===== src/rtl/pipe_barrel_pkg.sv =====
// Shared types and helpers for the pipelined barrel shifter.
package pipe_barrel_pkg;

   localparam int OP_W = 2;

   typedef enum logic [OP_W-1:0] {
      LSL = 2'b00,
      LSR = 2'b01,
      ASR = 2'b10,
      ROR = 2'b11
   } shift_op_t;

   // Number of register stages: one per REG_EVERY mux levels, last level always registered.
   function automatic int latency(input int width, input int reg_every);
      int levels;
      levels = $clog2(width);
      return (levels + reg_every - 1) / reg_every;
   endfunction

endpackage


===== src/rtl/barrel_level.sv =====
// One combinational mux level of the barrel shifter: shifts by DIST when enabled
// and folds any bits pushed out by LSR/ASR into the running sticky flag.
module barrel_level
   import pipe_barrel_pkg::*;
#(
   parameter int WIDTH = 24,
   parameter int DIST  = 1
) (
   input  logic [WIDTH-1:0] data_in,
   input  shift_op_t        op,
   input  logic             en,
   input  logic             sticky_in,
   output logic [WIDTH-1:0] data_out,
   output logic             sticky_out
);

   // Select the shifted word for this level's distance and accumulate sticky.
   always_comb begin
      data_out   = data_in;
      sticky_out = sticky_in;
      if (en) begin
         case (op)
            LSL: data_out = data_in << DIST;
            LSR: begin
               data_out   = data_in >> DIST;
               sticky_out = sticky_in | (|data_in[DIST-1:0]);
            end
            ASR: begin
               data_out   = $signed(data_in) >>> DIST;
               sticky_out = sticky_in | (|data_in[DIST-1:0]);
            end
            ROR: data_out = {data_in[DIST-1:0], data_in[WIDTH-1:DIST]};
            default: data_out = data_in;
         endcase
      end
   end

endmodule


===== src/rtl/pipe_barrel_shifter.sv =====
// Pipelined barrel shifter (LSL/LSR/ASR/ROR) with sticky output and a
// valid/ready stream. A register follows every REG_EVERY mux levels and the
// final level; the whole pipe stalls together when the output is blocked.
module pipe_barrel_shifter
   import pipe_barrel_pkg::*;
#(
   parameter int  WIDTH     = 24,
   parameter int  REG_EVERY = 2,
   parameter int  TAG_W     = 4,
   localparam int SW        = $clog2(WIDTH)
) (
   input  logic             clk,
   input  logic             rst,
   input  logic             in_valid,
   output logic             in_ready,
   input  logic [WIDTH-1:0] in_data,
   input  logic [SW-1:0]    in_amt,
   input  logic [1:0]       in_op,
   input  logic [TAG_W-1:0] in_tag,
   output logic             out_valid,
   input  logic             out_ready,
   output logic [WIDTH-1:0] out_data,
   output logic             out_sticky,
   output logic [TAG_W-1:0] out_tag
);

   localparam int LEVELS = SW;
   localparam int LAT    = latency(WIDTH, REG_EVERY);
   localparam logic [SW:0] WIDTH_EXT = (SW+1)'(WIDTH);

   // src_*[k] feeds mux level k; src_*[LEVELS] is the final registered result.
   logic [WIDTH-1:0] src_data   [0:LEVELS];
   shift_op_t        src_op     [0:LEVELS];
   logic [SW-1:0]    src_amt    [0:LEVELS];
   logic             src_sticky [0:LEVELS];
   logic [TAG_W-1:0] src_tag    [0:LEVELS];

   logic [LAT-1:0]   stage_valid;
   logic             advance;
   logic             accept;
   shift_op_t        op_in;
   logic [SW:0]      amt_ext;

   // Global stall: everything moves only when the output slot is free or draining.
   assign advance   = !out_valid || out_ready;
   assign in_ready  = advance;
   assign accept    = in_valid && advance;
   assign out_valid = stage_valid[LAT-1];

   // Input stage: a rotate by amt >= WIDTH equals a rotate by amt-WIDTH, and
   // amt < 2*WIDTH, so one conditional subtract suffices. Shifts keep the raw
   // amount; accumulated distance >= WIDTH naturally flushes every bit.
   assign op_in         = shift_op_t'(in_op);
   assign amt_ext       = {1'b0, in_amt};
   assign src_data[0]   = in_data;
   assign src_op[0]     = op_in;
   assign src_sticky[0] = 1'b0;
   assign src_tag[0]    = in_tag;
   assign src_amt[0]    = (op_in == ROR && amt_ext >= WIDTH_EXT) ?
                          SW'(amt_ext - WIDTH_EXT) : in_amt;

   for (genvar gi = 0; gi < LEVELS; gi++) begin : g_level
      logic [WIDTH-1:0] lvl_data;
      logic             lvl_sticky;

      barrel_level #(
         .WIDTH (WIDTH),
         .DIST  (1 << gi)
      ) u_level (
         .data_in    (src_data[gi]),
         .op         (src_op[gi]),
         .en         (src_amt[gi][gi]),
         .sticky_in  (src_sticky[gi]),
         .data_out   (lvl_data),
         .sticky_out (lvl_sticky)
      );

      if (((gi + 1) % REG_EVERY == 0) || (gi == LEVELS - 1)) begin : g_reg
         localparam int STG = gi / REG_EVERY;

         logic             valid_d;
         logic             valid_reg;
         logic [WIDTH-1:0] data_reg;
         logic             sticky_reg;
         shift_op_t        op_reg;
         logic [SW-1:0]    amt_reg;
         logic [TAG_W-1:0] tag_reg;

         if (STG == 0) begin : g_first
            assign valid_d = accept;
         end else begin : g_next
            assign valid_d = stage_valid[STG-1];
         end

         // Pipeline register: loads the whole beat on advance, holds on stall.
         always_ff @(posedge clk or posedge rst) begin
            if (rst) begin
               valid_reg  <= 1'b0;
               data_reg   <= '0;
               sticky_reg <= 1'b0;
               op_reg     <= LSL;
               amt_reg    <= '0;
               tag_reg    <= '0;
            end else if (advance) begin
               valid_reg  <= valid_d;
               data_reg   <= lvl_data;
               sticky_reg <= lvl_sticky;
               op_reg     <= src_op[gi];
               amt_reg    <= src_amt[gi];
               tag_reg    <= src_tag[gi];
            end
         end

         assign stage_valid[STG] = valid_reg;
         assign src_data[gi+1]   = data_reg;
         assign src_sticky[gi+1] = sticky_reg;
         assign src_op[gi+1]     = op_reg;
         assign src_amt[gi+1]    = amt_reg;
         assign src_tag[gi+1]    = tag_reg;
      end else begin : g_comb
         assign src_data[gi+1]   = lvl_data;
         assign src_sticky[gi+1] = lvl_sticky;
         assign src_op[gi+1]     = src_op[gi];
         assign src_amt[gi+1]    = src_amt[gi];
         assign src_tag[gi+1]    = src_tag[gi];
      end
   end

   assign out_data   = src_data[LEVELS];
   assign out_sticky = src_sticky[LEVELS];
   assign out_tag    = src_tag[LEVELS];

   // Op and amount are carried into the last register for uniformity but not consumed.
   logic unused_tail;
   assign unused_tail = ^{src_op[LEVELS], src_amt[LEVELS]};

endmodule

===== config.mk =====
export PLATFORM = sky130hd
export DESIGN_NAME = pipe_barrel_shifter
export DESIGN_NICKNAME = d
export VERILOG_FILES = /design/src/rtl/pipe_barrel_pkg.sv /design/src/rtl/barrel_level.sv /design/src/rtl/pipe_barrel_shifter.sv
export SDC_FILE = /design/constraint.sdc
export NUM_CORES = 1
export LEC_CHECK = 0
export BUFFER_PORTS_ARGS = -buffer_cell sky130_fd_sc_hd__buf_2
export CAP_MARGIN = 10
export CORE_AREA = 8 8 149 151
export DETAILED_ROUTE_END_ITERATION = 8
export DIE_AREA = 0 0 157 159
export GPL_TIMING_DRIVEN = 0
export SKIP_LAST_GASP = 1
export SYNTH_ARGS = -nofsm -noshare
export SYNTH_HDL_FRONTEND = slang
export SYNTH_SLANG_ARGS = --single-unit

===== constraint.sdc =====
create_clock -name clk -period 5.55 [get_ports clk]
set_input_delay 0.8325 -clock clk [delete_from_list [all_inputs] [get_ports clk]]
set_output_delay 0.8325 -clock clk [all_outputs]
set_load 0.1 [all_outputs]

==> impl_metrics.tcl, run 1 <==
set metrics [dict create \
    fill_cells 2109 \
    cts_hold_buf 0 \
    synth_flop_cell "dfrtp_1" \
    rrSetupSlack_ns 3.24 \
    fin_crit_sh_pct 64.9 \
    wirelength_microns 26900 \
    finalCoreUtilization_pct 39.4 \
    ys_seq_area_share_pct 35.8 \
    viasPerCell 5.93 \
    final_cell_mix "nand2_1, buf_2, dfrtp_1" \
    grt_start_max_net_pins 66 \
    status "finished, final reports clean" \
    diodes 0 \
    arrival_ns 2.77 \
    slew_viol_final 0 \
    grt_pass1_vias 7065 \
    drt_iter0_drc 778 \
    ys_warn_count 0 \
    wire_per_inst_microns 22.0 \
    end_kind "output port" \
    cts_resized 0 \
    grt-ovfl-total 0 \
    p_leak_nw 3.35 \
    critPathLaunchType "input pin" \
    ys_seq_elements 98 \
    cts_sinks 98 \
    synth-async-reset-ratio_pct 100 \
    synthToLayoutAreaGrowth_pct 14.3 \
    rsz0062_at_grt "false" \
    nets 1003 \
    required_ns 4.72 \
    clockBufferDepth 2 \
    postRouteAntennaNets 0 \
    critPathMaxFanout 10 \
    dr.pass1.iters 5 \
    root_buffer "clkbuf_16" \
    tns_ns 0 \
    grt_pass1_wl_microns 41700 \
    holdCritPathClass "flip-flop to flip-flop" \
    clock_skew_ns 0.0106 \
    drive_above_1_share_pct 14.4 \
    hold_viol 0 \
    io_buffer_count 69 \
    grt.total_usage_pct 21.4 \
    coreArea_sq_um 19800 \
    clk_pin_slew_ns 0.07 \
    ioPinCount 70 \
    ys_types 67 \
    peakVddDrop_v 0.000164 \
    slew_headroom_pct 30.2 \
    cap_violations 0 \
    hold_ws_ns 0.459 \
    gp_congestion 0.978 \
    dp_hpwl_microns 20500 \
    numCtsBuffers 9 \
    power.total_mw 4.24 \
    htree_levels 3 \
    critical_path_class "input pin to output port" \
    p_per_area_nw_per_um2 541 \
    die_h_microns 159 \
    core.rowCount 52 \
    vias 7267 \
    mostFrequentLayoutCell "nand2_1" \
    drcViolationCount 0 \
    synth_area_sq_um 6850 \
    multiInputGateArea_sq_um 3900 \
    largest_reg_flops 48 \
    syn_nets 922 \
    clkLatencyLatePin_ns 0.36 \
    die_area_sq_um 25000 \
    synth_edf_count 0 \
    initial_utilization_pct 34.5 \
    syn_inst 870 \
    seq_area_sq_um 2450 \
    cts_setup_buffers 0 \
    finalSetupViolCount 0 \
    antenna_found_initial 0 \
    tightestPinTransition_ns 1.02 \
    min_period_ns 3.60 \
    die_w_microns 157 \
    cts_tree "done" \
    avgSynthCellArea_sq_um 7.87 \
    fmax_mhz 278 \
]
## Yosys cell counts, drive strengths merged, types with 10 or more instances
| master | n | area share (%) |
|---|---|---|
| o21ai | 68 | 5.0 |
| nand2b | 36 | 3.3 |
| nand3 | 30 | 2.2 |
| clkbuf | 35 | 1.9 |
| a211o | 10 | 1.3 |
| o211ai | 17 | 1.9 |
| nor2b | 17 | 1.6 |
| buf | 41 | 3.0 |
| inv | 39 | 2.1 |
| a21oi | 41 | 3.0 |
| o311ai | 10 | 1.4 |
| nand2 | 145 | 8.0 |
| o221ai | 19 | 2.4 |
| ha | 13 | 2.4 |
| nor2 | 53 | 3.0 |
| a32oi | 17 | 2.2 |
| a211oi | 11 | 1.3 |
| nor3 | 12 | 1.2 |
| dfrtp | 98 | 36 |
| a31oi | 46 | 4.2 |
## cell type report
type | count | share of cell area [%]
clock buffers | 10 | 2.93
plain buffers | 76 | 4.30
well taps | 270 | 4.32
multi-input cells | 655 | 49.9
inverters | 41 | 2.00
flip-flops and latches | 98 | 31.3
repair buffers | 70 | 4.76
clock inverters | 6 | 0.512
## worst max-delay path, stage by stage
cell      delay (ns)
buf_2           0.07
nor2b_1         0.03
buf_2           0.22
inv_1           0.15
buf_2           0.29
clkbuf_1        0.61
buf_2           0.56
## kinds of logic (layout without fill, tap and decap cells)
kind of cell,Yosys count,count (layout),share of synthesized area [%]
flip-flops,98,98,35.8
XOR/XNOR,1,1,0.128
AO/OA/AOI/OAI,302,302,30.3
AND/OR/NAND/NOR,329,329,22.7
buffers and inverters,117,203,7.17
multiplexers,10,10,1.48
adder cells (fa/ha/maj),13,13,2.38
## final timing paths
path                                       startpoint                            end  depth (start not counted)
setup / recovery                            out_ready                       in_ready                          7
hold / removal                             out_tag[0]                     out_tag[0]                          2
setup reg to reg           g_level[1].g_reg.op_reg[1]  g_level[3].g_reg.data_reg[12]                          7
hold reg to reg                            out_tag[0]                     out_tag[0]                          2
max in group asynchronous                         rst   g_level[1].g_reg.data_reg[2]                          3
min in group asynchronous                         rst                    out_data[8]                          2
## per-stage QoR
| stage | setup WS (ns) | area (sq um) | std cells |
|---|---|---|---|
| after global routing | 1.84 | 7830 | 1226 |
| after CTS | 1.91 | 7830 | 1226 |
| final | 1.95 | 7830 | 1226 |
| after global placement | 0.988 | 7530 | 1209 |
| after floorplan | 2.16 | 6850 | 870 |
| after detailed placement | 1.91 | 7560 | 1210 |
## where the power goes
part / switching, mW / leakage, nW / internal (mW)
Clock: 0.281 / 0.133 / 0.305
Combinational: 1.76 / 2.03 / 0.603
Sequential: 0.286 / 1.19 / 0.997
Total: 2.33 / 3.35 / 1.90
## metal layers
layer | part of all wire [%] | wire [microns] | vias to the layer above | global-route usage, %
met1 | 41 | 11000 | 3468 | 26.5
met4 | 3.7 | 1000 | 0 | 9.40
li1 | - | - | 3352 | -
met2 | 47 | 12700 | 373 | 35.3
met3 | 8.0 | 2160 | 74 | 4.34
met5 | 0 | 0 | - | 0
No activity file was read; power rests on OpenSTA's default activity.
==> inputs of run 2 (changes only) <==
==> constraint.sdc (replaced) <==
create_clock -name clk -period 3.6 [get_ports clk]
set_input_delay 0.54 -clock clk [delete_from_list [all_inputs] [get_ports clk]]
set_output_delay 0.54 -clock clk [all_outputs]
set_load 0.1 [all_outputs]
==> run 2 against run 1 <==
  * Sequential cell count unchanged
  * Clock power up 55%
  * Non-clock buffer count unchanged
  * Sequential share of layout area is the same
  * Final cell count unchanged
  * Hold slack worse by 0.26 ns
  * Combinational power is 54% higher
==> impl_metrics.tcl, run 2 (same netlist as run 1, synthesis figures left out) <==
set metrics [dict create \
    wire_per_inst_microns 22.0 \
    cts_tree "done" \
    cts_setup_buffers 0 \
    vias 7279 \
    hold_ws_ns 0.197 \
    fmax_mhz 312 \
    ioPinCount 70 \
    slew_viol_final 0 \
    dp_hpwl_microns 20500 \
    core.rowCount 52 \
    clkLatencyLatePin_ns 0.36 \
    drt_iter0_drc 740 \
    clock_skew_ns 0.0111 \
    finalSetupViolCount 0 \
    synthToLayoutAreaGrowth_pct 14.3 \
    clk_pin_slew_ns 0.07 \
    grt_pass1_vias 7070 \
    peakVddDrop_v 0.000254 \
    gp_congestion 0.978 \
    cts_resized 0 \
    hold_viol 0 \
    drcViolationCount 0 \
    io_buffer_count 69 \
    status "finished, final reports clean" \
    htree_levels 3 \
    nets 1003 \
    cts_hold_buf 0 \
    tightestPinTransition_ns 1.03 \
    mostFrequentLayoutCell "nand2_1" \
    diodes 0 \
    dr.pass1.iters 5 \
    numCtsBuffers 9 \
    wirelength_microns 26900 \
    die_w_microns 157 \
    clockBufferDepth 2 \
    antenna_found_initial 0 \
    die_area_sq_um 25000 \
    worst_slack_ns 0.390 \
    cts_sinks 98 \
    grt_pass1_wl_microns 41600 \
    dp_slack_ns 0.548 \
    cap_violations 0 \
    p_leak_nw 3.35 \
    fin_crit_sh_pct 89.2 \
    postRouteAntennaNets 0 \
    rsz0062_at_grt "false" \
    arrival_ns 2.67 \
    r2r-start "g_level[1].g_reg.op_reg[1]" \
    holdCritPathClass "input pin to async pin" \
    die_h_microns 159 \
    viasPerCell 5.94 \
    critical_path_class "flip-flop to output port" \
    critPathLaunchType "flip-flop" \
    end_kind "output port" \
    grt-ovfl-total 0 \
    drive_above_1_share_pct 14.4 \
    root_buffer "clkbuf_16" \
    grt_start_max_net_pins 66 \
    p_per_area_nw_per_um2 835 \
    grt.total_usage_pct 21.4 \
    rrSetupSlack_ns 1.29 \
    critPathMaxFanout 10 \
    min_period_ns 3.21 \
    largest_reg_flops 48 \
    initial_utilization_pct 34.5 \
    final_cell_mix "nand2_1, buf_2, dfrtp_1" \
    fin_cells 1226 \
    r2r_end "g_level[3].g_reg.data_reg[12]" \
    coreArea_sq_um 19800 \
    required_ns 3.06 \
    rr_worst_depth 7 \
    placed_cells 1210 \
    slew_headroom_pct 29.4 \
]
run 2: cell counts in the layout (fill, tap and decap cells not counted):
No cell type changed its count.
run 2: critical path: stages, from the launching register on:
cell and delay, ns:
dfrtp_1 0.37, nor2b_1 0.12, buf_2 0.22, inv_1 0.15
buf_2 0.29, clkbuf_1 0.60, buf_2 0.55
run 2: metal layers:
layer	GRT usage, %	wire (microns)
met5	0	0
met4	9.22	960
met3	4.34	2190
met2	35.3	12800
met1	26.5	11000
run 2: power by group:
part | total (mW) | internal [mW] | leakage, nW | switching [mW]
Sequential | 1.98 | 1.54 | 1.19 | 0.440
Clock | 0.907 | 0.470 | 0.133 | 0.437
Combinational | 3.66 | 0.930 | 2.03 | 2.73
Total | 6.54 | 2.94 | 3.35 | 3.60
run 2: worst max path at each step:
stage,start,end,slack (ns),cells after the start
detailed placement,out_ready,in_ready,0.55,7
CTS,out_valid,in_ready,0.32,6
finish,out_valid,in_ready,0.39,6
global route,out_valid,in_ready,0.24,6
global placement,rst,g_level[1].g_reg.data_reg[19],-0.67,2
floorplan,rst,g_level[1].g_reg.amt_reg[2],0.50,1
run 2: area by class of cell:
cell class	count	area (sq um)
multi-input combinational	655	3900
fill	2109	12000
timing repair buffer	70	373
tap	270	338
clock inverter	6	40.0
clock buffer	10	229
inverter	41	156
sequential	98	2450
buffer	76	337
run 2: through the flow:
stage / total power [mW] / cell area (sq um) / TNS, ns / util, %
global route: 6.89 / 7830 / 0 / 39.4
CTS: 6.53 / 7830 / 0 / 39.4
detailed placement: 5.61 / 7560 / 0 / 38.1
global placement: 5.60 / 7530 / -64.71 / 37.9
finish: 6.54 / 7830 / 0 / 39.4
floorplan: 4.59 / 6850 / 0 / -
